<file path="config.mk">
export PLATFORM = sky130hd
export DESIGN_NAME = simon_input_handler_flat
export DESIGN_NICKNAME = d
export VERILOG_FILES = /design/src/rtl/simon_input_handler_pkg.sv /design/src/rtl/simon_input_handler_if.sv /design/src/rtl/simon_btn_debounce.sv /design/src/rtl/simon_input_handler.sv /design/src/flat_wrapper.sv
export SDC_FILE = /design/constraint.sdc
export NUM_CORES = 1
export LEC_CHECK = 0
export CORE_AREA = 5 5 146 148
export CTS_CLUSTER_SIZE = 28
export DETAILED_ROUTE_END_ITERATION = 10
export DIE_AREA = 0 0 151 153
export PLACE_DENSITY_LB_ADDON = 0.15
export SETUP_SLACK_MARGIN = 0.02
export SLEW_MARGIN = 0
export SYNTH_ARGS = -nofsm -noshare
export SYNTH_HDL_FRONTEND = slang
export SYNTH_HIERARCHICAL = 1
export SYNTH_SLANG_ARGS = --single-unit
</file>
<file path="constraint.sdc">
create_clock -name clk -period 6.1 [get_ports clk]
set_input_delay 1.22 -clock clk [delete_from_list [all_inputs] [get_ports clk]]
set_output_delay 1.22 -clock clk [all_outputs]
set_load 0.05 [all_outputs]
</file>
<file path="src/rtl/simon_input_handler_pkg.sv">
// Shared types for the Simon game: colour encoding, input-FSM states and
// colour conversion helpers.
package simon_pkg;

    localparam int MAX_LEN = 16;

    typedef enum logic [1:0] {
        GREEN  = 2'd0,
        YELLOW = 2'd1,
        RED    = 2'd2,
        BLUE   = 2'd3
    } color_t;

    typedef enum logic [2:0] {
        IDLE,
        ARMED,
        WAIT_PRESS,
        WAIT_RELEASE,
        DONE,
        FAIL
    } in_state_t;

    function automatic logic [3:0] color_to_onehot(input color_t c);
        return 4'b0001 << c;
    endfunction

    function automatic color_t onehot_to_color(input logic [3:0] oh);
        case (oh)
            4'b0010: return YELLOW;
            4'b0100: return RED;
            4'b1000: return BLUE;
            default: return GREEN;
        endcase
    endfunction

    // Colour k of a packed sequence lives at bits [2k+1:2k].
    function automatic color_t color_at(input logic [31:0] seq, input logic [3:0] idx);
        return color_t'(seq[{idx, 1'b0} +: 2]);
    endfunction

endpackage

</file>
<file path="src/rtl/simon_input_handler_if.sv">
// Control interface between the game controller side and the player-input stage.
interface simon_input_handler_if;
    logic [3:0]  btn;
    logic        ready;
    logic        player;
    logic [31:0] seq_p1;
    logic [31:0] seq_p2;
    logic [4:0]  seq_len;
    logic [3:0]  incolor;
    logic [63:0] user_seq;
    logic [4:0]  user_pos;
    logic        score_update;
    logic        correct;
    logic        error;
    logic        busy;

    modport master (
        output btn, ready, player, seq_p1, seq_p2, seq_len,
        input  incolor, user_seq, user_pos, score_update, correct, error, busy
    );

    modport slave (
        input  btn, ready, player, seq_p1, seq_p2, seq_len,
        output incolor, user_seq, user_pos, score_update, correct, error, busy
    );
endinterface

</file>
<file path="src/rtl/simon_btn_debounce.sv">
// Two-flop button synchroniser plus stability counters; flags the cycle a
// single button becomes stable and the level "all released long enough".
module simon_btn_debounce #(
    parameter int DEBOUNCE_CYCLES = 4
) (
    input  logic       clk,
    input  logic       rst_n,
    input  logic [3:0] btn,
    output logic [3:0] btn_s,
    output logic       press_valid,
    output logic       released
);
    localparam int CW = $clog2(DEBOUNCE_CYCLES + 1);
    localparam logic [CW-1:0] CNT_MAX = CW'(DEBOUNCE_CYCLES);

    logic [3:0]    meta_reg, sync_reg, last_reg;
    logic [CW-1:0] press_cnt_reg, press_cnt_next;
    logic [CW-1:0] rel_cnt_reg, rel_cnt_next;
    logic          one_hot;

    always_comb begin
        one_hot        = (sync_reg != 4'd0) && ((sync_reg & (sync_reg - 4'd1)) == 4'd0);
        press_cnt_next = '0;
        rel_cnt_next   = '0;
        if (one_hot) begin
            if (sync_reg == last_reg)
                press_cnt_next = (press_cnt_reg == CNT_MAX) ? CNT_MAX : press_cnt_reg + CW'(1);
            else
                press_cnt_next = CW'(1);
        end
        if (sync_reg == 4'd0)
            rel_cnt_next = (rel_cnt_reg == CNT_MAX) ? CNT_MAX : rel_cnt_reg + CW'(1);
    end

    // The counter saturates, so a held button fires exactly once.
    assign press_valid = (press_cnt_next == CNT_MAX) && (press_cnt_reg != CNT_MAX);
    assign released    = (rel_cnt_next == CNT_MAX);
    assign btn_s       = sync_reg;

    always_ff @(posedge clk) begin
        if (!rst_n) begin
            meta_reg      <= '0;
            sync_reg      <= '0;
            last_reg      <= '0;
            press_cnt_reg <= '0;
            rel_cnt_reg   <= '0;
        end else begin
            meta_reg      <= btn;
            sync_reg      <= meta_reg;
            last_reg      <= sync_reg;
            press_cnt_reg <= press_cnt_next;
            rel_cnt_reg   <= rel_cnt_next;
        end
    end
endmodule

</file>
<file path="src/rtl/simon_input_handler.sv">
// Simon player-input stage: debounced presses are checked against the latched
// sequence of the active player and reported as round success or failure.
module simon_input_handler
    import simon_pkg::*;
#(
    parameter int DEBOUNCE_CYCLES = 4
) (
    input  logic                  clk,
    input  logic                  rst_n,
    simon_input_handler_if.slave  bus
);
    localparam logic [4:0] MAX_LEN_W = 5'(MAX_LEN);

    in_state_t   state_reg;
    logic [31:0] seq_reg;
    logic [4:0]  len_reg;
    logic [3:0]  incolor_reg;
    logic [63:0] user_seq_reg;
    logic [4:0]  user_pos_reg;
    logic        score_reg, correct_reg, error_reg, busy_reg;

    logic [3:0]  btn_s;
    logic        press_valid, released;
    logic [3:0]  expected_oh;
    logic [4:0]  pos_inc;
    logic        len_ok, in_round;

    simon_btn_debounce #(.DEBOUNCE_CYCLES(DEBOUNCE_CYCLES)) u_debounce (
        .clk         (clk),
        .rst_n       (rst_n),
        .btn         (bus.btn),
        .btn_s       (btn_s),
        .press_valid (press_valid),
        .released    (released)
    );

    assign expected_oh = color_to_onehot(color_at(seq_reg, user_pos_reg[3:0]));
    assign pos_inc     = user_pos_reg + 5'd1;
    assign len_ok      = (bus.seq_len != 5'd0) && (bus.seq_len <= MAX_LEN_W);
    assign in_round    = (state_reg == ARMED) || (state_reg == WAIT_PRESS) ||
                         (state_reg == WAIT_RELEASE);

    always_ff @(posedge clk) begin
        if (!rst_n) begin
            state_reg    <= IDLE;
            seq_reg      <= '0;
            len_reg      <= '0;
            incolor_reg  <= '0;
            user_seq_reg <= '0;
            user_pos_reg <= '0;
            score_reg    <= 1'b0;
            correct_reg  <= 1'b0;
            error_reg    <= 1'b0;
            busy_reg     <= 1'b0;
        end else begin
            score_reg <= 1'b0;
            error_reg <= 1'b0;
            // Dropping ready mid-round discards progress, even on an accept edge.
            if (in_round && !bus.ready) begin
                state_reg    <= IDLE;
                busy_reg     <= 1'b0;
                user_pos_reg <= '0;
                user_seq_reg <= '0;
            end else begin
                case (state_reg)
                    IDLE: begin
                        if (bus.ready && len_ok) begin
                            seq_reg      <= bus.player ? bus.seq_p2 : bus.seq_p1;
                            len_reg      <= bus.seq_len;
                            user_seq_reg <= '0;
                            user_pos_reg <= '0;
                            correct_reg  <= 1'b0;
                            busy_reg     <= 1'b1;
                            state_reg    <= ARMED;
                        end
                    end
                    ARMED, WAIT_RELEASE: begin
                        if (released)
                            state_reg <= WAIT_PRESS;
                    end
                    WAIT_PRESS: begin
                        if (press_valid) begin
                            incolor_reg <= btn_s;
                            if (btn_s == expected_oh) begin
                                user_seq_reg[{user_pos_reg[3:0], 2'b00} +: 4] <= btn_s;
                                user_pos_reg <= pos_inc;
                                if (pos_inc == len_reg) begin
                                    score_reg   <= 1'b1;
                                    correct_reg <= 1'b1;
                                    state_reg   <= DONE;
                                end else begin
                                    state_reg <= WAIT_RELEASE;
                                end
                            end else begin
                                error_reg <= 1'b1;
                                state_reg <= FAIL;
                            end
                        end
                    end
                    DONE, FAIL: begin
                        if (!bus.ready) begin
                            state_reg <= IDLE;
                            busy_reg  <= 1'b0;
                        end
                    end
                    default: begin
                        state_reg <= IDLE;
                        busy_reg  <= 1'b0;
                    end
                endcase
            end
        end
    end

    assign bus.incolor      = incolor_reg;
    assign bus.user_seq     = user_seq_reg;
    assign bus.user_pos     = user_pos_reg;
    assign bus.score_update = score_reg;
    assign bus.correct      = correct_reg;
    assign bus.error        = error_reg;
    assign bus.busy         = busy_reg;
endmodule
</file>
<file path="src/flat_wrapper.sv">
// flat-port wrapper written by rule: the top's interface ports become plain ports
module simon_input_handler_flat import simon_pkg::*;
#(
    parameter int DEBOUNCE_CYCLES = 4
)
  (clk, rst_n, bus_btn, bus_ready, bus_player, bus_seq_p1, bus_seq_p2, bus_seq_len, bus_incolor, bus_user_seq, bus_user_pos, bus_score_update, bus_correct, bus_error, bus_busy);
  simon_input_handler_if bus_i ();
  input  logic clk;
  input  logic rst_n;
  input wire logic [$bits(bus_i.btn)-1:0] bus_btn;
  input wire logic [$bits(bus_i.ready)-1:0] bus_ready;
  input wire logic [$bits(bus_i.player)-1:0] bus_player;
  input wire logic [$bits(bus_i.seq_p1)-1:0] bus_seq_p1;
  input wire logic [$bits(bus_i.seq_p2)-1:0] bus_seq_p2;
  input wire logic [$bits(bus_i.seq_len)-1:0] bus_seq_len;
  output wire logic [$bits(bus_i.incolor)-1:0] bus_incolor;
  output wire logic [$bits(bus_i.user_seq)-1:0] bus_user_seq;
  output wire logic [$bits(bus_i.user_pos)-1:0] bus_user_pos;
  output wire logic [$bits(bus_i.score_update)-1:0] bus_score_update;
  output wire logic [$bits(bus_i.correct)-1:0] bus_correct;
  output wire logic [$bits(bus_i.error)-1:0] bus_error;
  output wire logic [$bits(bus_i.busy)-1:0] bus_busy;
  assign bus_i.btn = bus_btn;
  assign bus_i.ready = bus_ready;
  assign bus_i.player = bus_player;
  assign bus_i.seq_p1 = bus_seq_p1;
  assign bus_i.seq_p2 = bus_seq_p2;
  assign bus_i.seq_len = bus_seq_len;
  assign bus_incolor = bus_i.incolor;
  assign bus_user_seq = bus_i.user_seq;
  assign bus_user_pos = bus_i.user_pos;
  assign bus_score_update = bus_i.score_update;
  assign bus_correct = bus_i.correct;
  assign bus_error = bus_i.error;
  assign bus_busy = bus_i.busy;
  simon_input_handler #(.DEBOUNCE_CYCLES(DEBOUNCE_CYCLES)) u_core (.clk(clk), .rst_n(rst_n), .bus(bus_i));
endmodule
</file>
==> results.cfg <==
[drt]
route.vias.total = 5406
via_per_inst = 5.11
drt_first_pass_iters = 4
drc_errors = 0
wirelength_um = 18300
ant_nets = 0
wl_per_cell_um = 17.3
drt_iter0_drc = 324

[finish]
final_cells = 1058
fin_nets = 860
fillers = 1968
largest_reg_flops = 64
final_area_um2 = 8570
drive_above_1_share_pct = 8.50
diodes = 0
area_growth_pct = 38.0

[floorplan]
ios = 154
initial_utilization_pct = 31.2
dieArea_um2 = 23100
chipHeight_um = 153
core_area_um2 = 19900
row_count = 52
chipWidth_um = 151

[timing]
setup_viol = 0
hold_viol = 0
tns_ps = 0
tightest_slew_ps = 1120
layout_min_cycle_time_ps = 4060
fin_skew_ps = 16.2
fmax_mhz = 246
fin_ws_ps = 2040
rsz0062_at_grt = false
fin_crit_sh_pct = 66.6
relSlewSlack_pct = 24.7
report.final.slew_viol_count = 0

[grt]
grt_use_total_pct = 15.9
grt_overflow_total = 0
grt_start_max_net_pins = 63
grt_pass1_wl_um = 29300
grt_pass1_vias = 5539
grt_antenna_before_repair = 1

[clocking]
clk_transition_reported_paths_ps = 60
tritoncts = done
cts-htree-levels = 4
cts_root_buf = clkbuf_16
postCtsSetupBuffers = 0
cts.sinks = 135
cts_buffers = 17
cts.repair.resized = 0
ctsHoldBuffers = 0
clock_latency_ps = 430
clk_path_buf_depth = 2

[synth]
synth_nets = 723
synth_flop_cell = dfxtp_1
yosys.area.top_type = dfxtp_1
synth_cells = 638
synth.top_cell.area_share_pct = 43.5
synth_area_leaders = dfxtp_1 44%, mux2i_1 6.9%, o211a_1 5.2%, nand2_1 4.8%, o2bb2ai_1 3.9%
synth_cell_types = 64
netlist_area_um2 = 6210
synth_edf_count = 0
avgSynthCellArea_um2 = 9.73
async_reset_ff_share_pct = 0
synth-seq-cells = 135
yosysWarnings = 6
synth-seq-area-share_pct = 43.5

[worst_setup_path]
worstSetupStartpointType = flop
worstPathCellList = mux4_2 -> mux4_2 -> nor2b_1 -> a22oi_1 -> nand2_2 -> a311oi_1 -> o21ai_0 -> o21ai_1
slowest_delay_ps = 1010
worstPathArrival_ps = 4400
r2r_start = u_core/bus.user_pos[2]$_SDFFE_PP0P_
crit_top_cell = mux4_2
cp-end-kind = flop
worstPathRequired_ps = 6440
cp_max_fo = 22
slowest_stage = dfxtp_1
crit_type = reg -> reg
startpoint = u_core/bus.user_pos[2]$_SDFFE_PP0P_
r2r_setup_slack_ps = 2040

[power_and_ir_drop]
ir_worst_vdd_mv = 0.167
clkPwrFrac_pct = 48.9
powerDensity_nw_per_um2 = 258
p_sw_w = 0.000512
p_sw_share_pct = 23.2
leakage_nw = 3.43
seqPwrFrac_pct = 42.1
cell_internal_pwr_w = 0.00170
pwr-share-comb_pct = 9.0

[run]
cap_viol_max_count = 0

[placement]
postPlaceCellArea_um2 = 7940
dp_hpwl_um = 13400
dp_cells = 1026
place_ws_ps = 1840
gp_congestion = 0.767
portBuffers = 153

[min_path]
hp-start = u_core/u_debounce/meta_reg[3]$_SDFF_PN0_
worstHoldPathType = reg -> reg

[status]
status = complete, no violations
## layer usage
layer  wire [µm]  track usage (%)  part of all wire [%]  vias to the layer above
met1        8440             20.7                    46                     2627
met3         925             4.09                   5.1                       17
met5          13                0                 0.071                        -
met2        8710             25.8                    48                      133
met4         196             5.05                   1.1                        2
li1            -                -                     -                     2627
## cell type report
class | instances | area [µm²] | area share [%]
Multi-Input combinational cell | 453 | 3310 | 38.7
Tap cell | 270 | 338 | 3.94
Inverter | 12 | 45.0 | 0.526
Sequential cell | 135 | 2700 | 31.5
Clock inverter | 14 | 198 | 2.31
Timing Repair Buffer | 156 | 1540 | 18.0
Clock buffer | 18 | 429 | 5.01
## cell usage after synthesis (2+ instances only)
master / instances
o31a_1: 2
or2_2: 3
nor3_1: 6
a221oi_1: 2
o221a_2: 2
nor2_1: 26
or3_1: 2
a21oi_1: 20
nor3b_1: 5
dfxtp_1: 135
o2bb2ai_1: 28
mux2_2: 2
and2_1: 15
a22oi_1: 3
o31ai_1: 2
and3_1: 8
a21boi_0: 5
xnor2_1: 9
nand4_1: 2
o21ai_0: 16
nor4b_2: 2
a32o_1: 5
nand3_1: 24
or4b_1: 3
o21ai_1: 12
o22ai_1: 5
ha_1: 8
nand2b_1: 4
o211a_1: 32
mux2i_1: 43
o211ai_1: 5
xor2_1: 9
clkbuf_1: 28
buf_6: 2
nor2b_1: 13
nand2_1: 80
mux4_2: 10
nand3b_1: 2
nor4_1: 3
inv_1: 11
a22o_1: 16
buf_1: 6
## critical path: cells and delay by family (launching register included)
family | cells | cell delay (ps)
and+or+nand+nor | 2 | 300
muxes | 2 | 1180
DFF | 1 | 1010
AOI/OAI and AO/OA | 4 | 1480
## layout by cell type, fill, tap and decap left out, drive strengths merged, types with 3 or more instances in the layout
| cell | Yosys | routed |
|---|---|---|
| bufinv | 0 | 4 |
| o2bb2ai | 28 | 28 |
| clkdlybuf4s50 | 0 | 151 |
| inv | 12 | 14 |
| mux2i | 43 | 43 |
| nor2 | 26 | 26 |
| xnor2 | 9 | 9 |
| a21oi | 21 | 21 |
| buf | 10 | 5 |
| nand3 | 25 | 25 |
| nand2b | 4 | 4 |
| o211a | 33 | 33 |
| o211ai | 5 | 5 |
| a22o | 16 | 16 |
| a22oi | 3 | 3 |
| nor3b | 5 | 5 |
| nand2 | 81 | 81 |
| o22ai | 5 | 5 |
| a32o | 5 | 5 |
| clkbuf | 28 | 18 |
| or2 | 3 | 3 |
| a21boi | 5 | 5 |
| ha | 8 | 8 |
| and3 | 8 | 8 |
| mux4 | 10 | 10 |
| dfxtp | 135 | 135 |
| or4b | 3 | 3 |
| nor4b | 3 | 3 |
| nor2b | 13 | 13 |
| o21ai | 28 | 28 |
| xor2 | 9 | 9 |
| nor4 | 5 | 5 |
| clkinv | 0 | 6 |
| nor3 | 6 | 6 |
| and2 | 16 | 16 |
## through the flow
| stage | utilization (%) | power, W | hold slack [ps] |
|---|---|---|---|
| final | 43.0 | 0.00221 | 434 |
| after global placement | 39.9 | 0.00114 | 428 |
| after floorplan | - | 0.00107 | 412 |
| after global routing | 43.0 | 0.00230 | 445 |
| after detailed placement | 39.9 | 0.00115 | 424 |
| after CTS | 43.0 | 0.00224 | 438 |
## cell families (layout without fill, tap and decap cells)
| kind of cell | Yosys count | after routing | synth area share, % |
|---|---|---|---|
| DFF | 135 | 135 | 43.5 |
| and+or+nand+nor | 207 | 207 | 17.2 |
| buffers and inverters | 50 | 200 | 3.34 |
| xor gates and xnor gates | 18 | 18 | 2.54 |
| adders and majority gates | 8 | 8 | 1.61 |
| muxes | 55 | 55 | 10.9 |
| AOI/OAI and AO/OA | 165 | 165 | 20.9 |
## worst paths after layout
path	cells after the start	end
max	8	u_core/bus.user_seq[63]$_SDFFE_PP0P_
min reg2reg	1	u_core/u_debounce/btn_s[3]$_SDFF_PN0_
max reg2reg	8	u_core/bus.user_seq[63]$_SDFFE_PP0P_
min	1	u_core/u_debounce/btn_s[3]$_SDFF_PN0_
## power groups by stage
stage / clock [W] / sequential (W) / combinational (W)
floorplan: 0 / 0.000940 / 0.000125
global placement: 0 / 0.000949 / 0.000195
detailed placement: 0 / 0.000949 / 0.000202
CTS: 0.00111 / 0.000930 / 0.000202
global route: 0.00115 / 0.000933 / 0.000220
finish: 0.00108 / 0.000930 / 0.000200
Note: power is estimated with default switching activity, not from simulation.
